<file path="config.mk">
export PLATFORM = sky130hd
export DESIGN_NAME = angle_sweep_ctrl
export DESIGN_NICKNAME = d
export VERILOG_FILES = /design/src/rtl/angle_sweep_ctrl.sv
export SDC_FILE = /design/constraint.sdc
export NUM_CORES = 1
export LEC_CHECK = 0
export CAP_MARGIN = 5
export CELL_PAD_IN_SITES_DETAIL_PLACEMENT = 2
export CELL_PAD_IN_SITES_GLOBAL_PLACEMENT = 2
export CORE_MARGIN = 5
export CORE_UTILIZATION = 29
export CTS_CLUSTER_SIZE = 24
export DETAILED_ROUTE_END_ITERATION = 6
export PLACE_DENSITY = 0.79
export SYNTH_ARGS = -nofsm -noshare
export SYNTH_HDL_FRONTEND = slang
export SYNTH_SLANG_ARGS = --single-unit
</file>
<file path="constraint.sdc">
create_clock -name clk -period 4.5 [get_ports clk]
set_clock_uncertainty 0.05 [all_clocks]
set_input_delay 0.9 -clock clk [delete_from_list [all_inputs] [get_ports clk]]
set_output_delay 0.9 -clock clk [all_outputs]
set_load 0.1 [all_outputs]
</file>
<file path="src/rtl/angle_sweep_ctrl.sv">
// Sweeps the angle ROM over [cfg_start..cfg_end] by cfg_step and issues each word to the CORDIC core. Optional macro: ANGLE_SWEEP_TIMEOUT_EN.
// Latency: start accepted at edge N -> cordic_start in cycle N+2; each sample costs 2 cycles plus CORDIC latency.
// Backpressure: waits in WAIT for cordic_done (indefinitely unless the watchdog macro is defined); start is ignored while busy.
module angle_sweep_ctrl #(
    parameter int ADDR_W      = 10,
    parameter int DATA_W      = 32,
    parameter int MAX_ADDR    = 360,
    parameter int TIMEOUT_CYC = 64
) (
    input  logic              clk,
    input  logic              rst_n,
    input  logic              start,
    input  logic              abort,
    input  logic [ADDR_W-1:0] cfg_start,
    input  logic [ADDR_W-1:0] cfg_end,
    input  logic [ADDR_W-1:0] cfg_step,
    output logic [ADDR_W-1:0] rom_addr,
    output logic              rom_ce,
    output logic              rom_read_en,
    input  logic [DATA_W-1:0] rom_data,
    output logic [DATA_W-1:0] cordic_angle,
    output logic              cordic_start,
    input  logic              cordic_done,
    output logic              busy,
    output logic              sweep_done,
    output logic              cfg_err,
    output logic [ADDR_W-1:0] sample_idx,
    output logic              timeout_err
);

    typedef enum logic [2:0] {S_IDLE, S_FETCH, S_ISSUE, S_WAIT, S_DONE} state_t;

    localparam logic [ADDR_W:0] MAX_A = (ADDR_W+1)'(MAX_ADDR);

    state_t            state_q, state_d;
    logic [ADDR_W-1:0] cur_q, end_q, step_q, idx_q;
    logic [DATA_W-1:0] angle_q;
    logic              cfg_err_q, tmo_err_q;
    logic              cfg_ok, accept, advance, tmo_hit;
    logic [ADDR_W:0]   nxt;
    logic              last;

    assign cfg_ok = (cfg_step != '0) && (cfg_start <= cfg_end) && ({1'b0, cfg_end} <= MAX_A);
    // One extra bit so cur+step can never wrap back into the valid range.
    assign nxt    = {1'b0, cur_q} + {1'b0, step_q};
    assign last   = nxt > {1'b0, end_q};

`ifdef ANGLE_SWEEP_TIMEOUT_EN
    localparam int TW = $clog2(TIMEOUT_CYC + 1);
    logic [TW-1:0] tmo_cnt_q;

    assign tmo_hit = (state_q == S_WAIT) && !cordic_done && (tmo_cnt_q == TW'(TIMEOUT_CYC - 1));

    always_ff @(posedge clk or negedge rst_n) begin
        if (!rst_n)                 tmo_cnt_q <= '0;
        else if (state_q != S_WAIT) tmo_cnt_q <= '0;
        else                        tmo_cnt_q <= tmo_cnt_q + 1'b1;
    end
`else
    assign tmo_hit = 1'b0;
`endif

    always_comb begin
        state_d = state_q;
        accept  = 1'b0;
        advance = 1'b0;
        case (state_q)
            S_IDLE: begin
                if (start && cfg_ok) begin
                    accept  = 1'b1;
                    state_d = S_FETCH;
                end
            end
            S_FETCH: state_d = S_ISSUE;
            S_ISSUE: state_d = S_WAIT;
            S_WAIT: begin
                if (cordic_done) begin
                    if (last) begin
                        state_d = S_DONE;
                    end else begin
                        advance = 1'b1;
                        state_d = S_FETCH;
                    end
                end else if (tmo_hit) begin
                    state_d = S_IDLE;
                end
            end
            S_DONE:  state_d = S_IDLE;
            default: state_d = S_IDLE;
        endcase
        if (abort && state_q != S_IDLE) begin
            state_d = S_IDLE;
            advance = 1'b0;
        end
    end

    always_ff @(posedge clk or negedge rst_n) begin
        if (!rst_n) begin
            state_q   <= S_IDLE;
            cur_q     <= '0;
            end_q     <= '0;
            step_q    <= '0;
            idx_q     <= '0;
            angle_q   <= '0;
            cfg_err_q <= 1'b0;
            tmo_err_q <= 1'b0;
        end else begin
            state_q   <= state_d;
            cfg_err_q <= (state_q == S_IDLE) && start && !cfg_ok;
            tmo_err_q <= tmo_hit && !abort;
            if (accept) begin
                cur_q  <= cfg_start;
                end_q  <= cfg_end;
                step_q <= cfg_step;
                idx_q  <= '0;
            end
            if (advance)
                cur_q <= nxt[ADDR_W-1:0];
            if (state_q == S_FETCH && !abort)
                angle_q <= rom_data;
            // The pulse was already driven this cycle, so it counts even if abort arrives with it.
            if (state_q == S_ISSUE)
                idx_q <= idx_q + 1'b1;
        end
    end

    assign rom_addr     = cur_q;
    assign rom_ce       = (state_q == S_FETCH);
    assign rom_read_en  = (state_q == S_FETCH);
    assign cordic_angle = angle_q;
    assign cordic_start = (state_q == S_ISSUE);
    assign busy         = (state_q != S_IDLE);
    assign sweep_done   = (state_q == S_DONE);
    assign cfg_err      = cfg_err_q;
    assign sample_idx   = idx_q;
    assign timeout_err  = tmo_err_q;

endmodule

</file>
==> results of run 1 <==
[flip-flops by register name (all words and copies together), names as in the netlist]
register      flops
cfg_err           1
cordic_angle     32
end_q            10
rom_addr         10
sample_idx       10
state_q           3
step_q           10
[synth_stat cells, drive strengths merged]
| master | n |
|---|---|
| dfrtp | 76 |
| mux2 | 47 |
| ha | 31 |
| inv | 27 |
| a21oi | 23 |
| o21ai | 20 |
| nand2 | 19 |
| nor2 | 13 |
| nand3 | 12 |
| xnor2 | 7 |
| a21o | 6 |
| a31oi | 6 |
| and3 | 6 |
| buf | 6 |
| clkbuf | 6 |
| a221o | 5 |
| nand2b | 5 |
| nor3 | 5 |
| and2 | 4 |
| mux2i | 4 |
| o21a | 4 |
| a211o | 3 |
| nand4 | 3 |
| nor4 | 3 |
| o211ai | 3 |
| or3 | 3 |
| a211oi | 2 |
| o22ai | 2 |
| o31ai | 2 |
| a2111o | 1 |
| a21bo | 1 |
| a21boi | 1 |
| a311oi | 1 |
| conb | 1 |
| fa | 1 |
| nand3b | 1 |
| nand4b | 1 |
| nor2b | 1 |
| nor3b | 1 |
| o41ai | 1 |
| or2 | 1 |
| xor2 | 1 |
[stage by stage]
step	utilization [%]	setup WS [ns]	hold slack (ns)
3_5_place_dp	39.9	0.387	0.448
3_3_place_gp	39.9	0.514	0.429
6_report	42.0	0.629	0.455
4_1_cts	42.0	0.592	0.462
2_1_floorplan	-	0.553	0.414
5_1_grt	42.0	0.406	0.465
[cell families (layout without fill, tap and decap cells)]
kind of cell | after synthesis | after routing | share of synthesized area, %
buf+inv | 39 | 171 | 4.23
fa+ha+maj | 32 | 32 | 10.1
xor+xnor | 8 | 8 | 1.73
mux | 51 | 51 | 14.0
compound gates | 81 | 81 | 13.3
simple gates | 78 | 78 | 9.66
flops | 76 | 76 | 46.9
other cells | 1 | 1 | 0.0924
[per-layer routing]
metal / up-vias / wire length (µm) / global-route usage, % / share of wire [%]
met1: 1683 / 5280 / 18.5 / 41
met4: 0 / 283 / 6.30 / 2.2
met2: 65 / 6870 / 28.6 / 54
met3: 18 / 368 / 2.54 / 2.9
met5: - / 0 / 0 / 0
li1: 1576 / - / - / -
[cell type report]
type / count / area share (%)
Timing Repair Buffer: 129 / 22.0
Inverter: 27 / 1.75
Multi-Input combinational cell: 251 / 34.4
Clock buffer: 9 / 3.90
Sequential cell: 76 / 32.9
Clock inverter: 6 / 1.15
Tap cell: 180 / 3.90
[worst min path at each step]
stage | startpoint | end | slack (ns) | cells after the start
global placement | end_q[9] | end_q[9] | 0.43 | 2
detailed placement | cordic_angle[13] | cordic_angle[13] | 0.45 | 1
finish | cordic_angle[12] | cordic_angle[12] | 0.45 | 1
CTS | cordic_angle[20] | cordic_angle[20] | 0.46 | 1
global route | cordic_angle[20] | cordic_angle[20] | 0.46 | 1
floorplan | end_q[9] | end_q[9] | 0.41 | 2
==> flow_summary.toml, run 1 <==
[run_status]
status = "complete, no violations"

[global_route]
grt_pass1_vias = 3851
grt_max_degree = 77
antenna_found_initial = 0
gr-total-overflow = 0
grt_use_total_pct = 15.8
grt_pass1_wl_mm = 20.4

[layout]
instances_no_fill = 678
layout_common_cells = "clkdlybuf4s50_1 (122), dfrtp_1 (76), mux2_2 (47)"
n_antenna_cell = 0
fillerInstances = 1501
final_common_cell = "clkdlybuf4s50_1"
syn2layout_area_growth_pct = 42.5
drive_gt1_share_pct = 14.9
layout.nets = 593
multi_input_area_mm2 = 0.00199
stdcell_area_mm2 = 0.00578
regArea_mm2 = 0.00190

[worst_setup_path]
worstPathCellList = "ha_1 -> fa_1 -> nand2_1 -> a21o_1 -> a21boi_0 -> nor2_1 -> xnor2_1 -> ha_1 -> nand3_1 -> a211oi_1 -> o41ai_2 -> a21oi_1 -> a221o_1"
crit_buf_inv = 0
crit_slowest_cell = "o41ai_2"
critPathCapture = "rom_addr[8]"
r2r_start = "rom_addr[0]"
reg2reg_slack_ns = 0.63
cp-start-kind = "flop"
crit_top_cell = "ha_1"
max_stage_delay_ns = 0.66
reg2reg_depth = 13
cp.required_ns = 4.68
end_kind = "flop"
path_delay_family = "compound AO/OA/AOI/OAI gates"
worstPathArrival_ns = 4.05
path_depth = 13
startpoint = "rom_addr[0]"
critical_path_class = "reg -> reg"
worst-path-max-fanout = 6
r2r-end = "rom_addr[8]"

[route]
wirelength_mm = 12.8
vias_per_cell = 4.93
wl_per_cell_um = 18.9
ant_nets = 0
dr.pass1.iters = 4
vias = 3342
drt_iter0_drc = 43
drc = 0

[clock_network]
cts_tree = "built"
cts_buffers = 9
clock_sinks = 76
clock_latency_ns = 0.34
h-tree-depth = 3
clkTransAtPathRegs_ns = 0.06
cts_buffer_depth = 2
root_buffer = "clkbuf_16"
ctsHoldBuffers = 0
postCtsSetupRepairBufs = 0
cts_resized = 0

[logic_synthesis]
synthCells = 366
yosysTopAreaCell = "dfrtp_1"
synth.ff_latch_count = 76
synth_area_leaders = "dfrtp_1 (47%), mux2_2 (13%), ha_1 (9.6%), a21oi_1 (2.8%), inv_1 (2.5%)"
yosysTopAreaCellShare_pct = 46.9
netlist_area_mm2 = 0.00406
ys_seq_area_share_pct = 46.9
synth_nets = 465
synth-warning-count = 0
yosysUniqueCellTypes = 45
synth_area_per_cell_um2 = 11.1

[sta]
fmax_ghz = 0.258
rsz0062_at_grt = "false"
timing.final.hold_violations = 0
drv_slew = 0
period_needed_ns = 3.87
tightest_slew_ns = 1.03
setup_viol = 0
relSlewSlack_pct = 31.3
fin_crit_sh_pct = 86.0
setup_tns_ns = 0

[placed_design]
place.gp.congestion = 0.829
postPlaceCellArea_mm2 = 0.00549
hpwl_mm = 10.2
dp.cells = 663
port_buffers = 124

[floorplanning]
core_region_area_mm2 = 0.0138
rows = 43
dieArea_mm2 = 0.0165
die_h_um = 128
die_x_um = 128
start_util_pct = 29.5
io_pins = 126

[job]
cap_violations = 0

[hold_path]
hp-class = "reg -> reg"
Power of run 1 is left out: the tool's default activity adds up to more than one toggle a clock period on the data nets, which glitch-free logic cannot reach.
==> inputs of run 2 (changes only) <==
- HOLD_SLACK_MARGIN: not set -> 0.15
==> results of run 2 <==
Final layout, timing and power as in run 1 (identical DEF).
Power of run 2 is left out for the same reason.
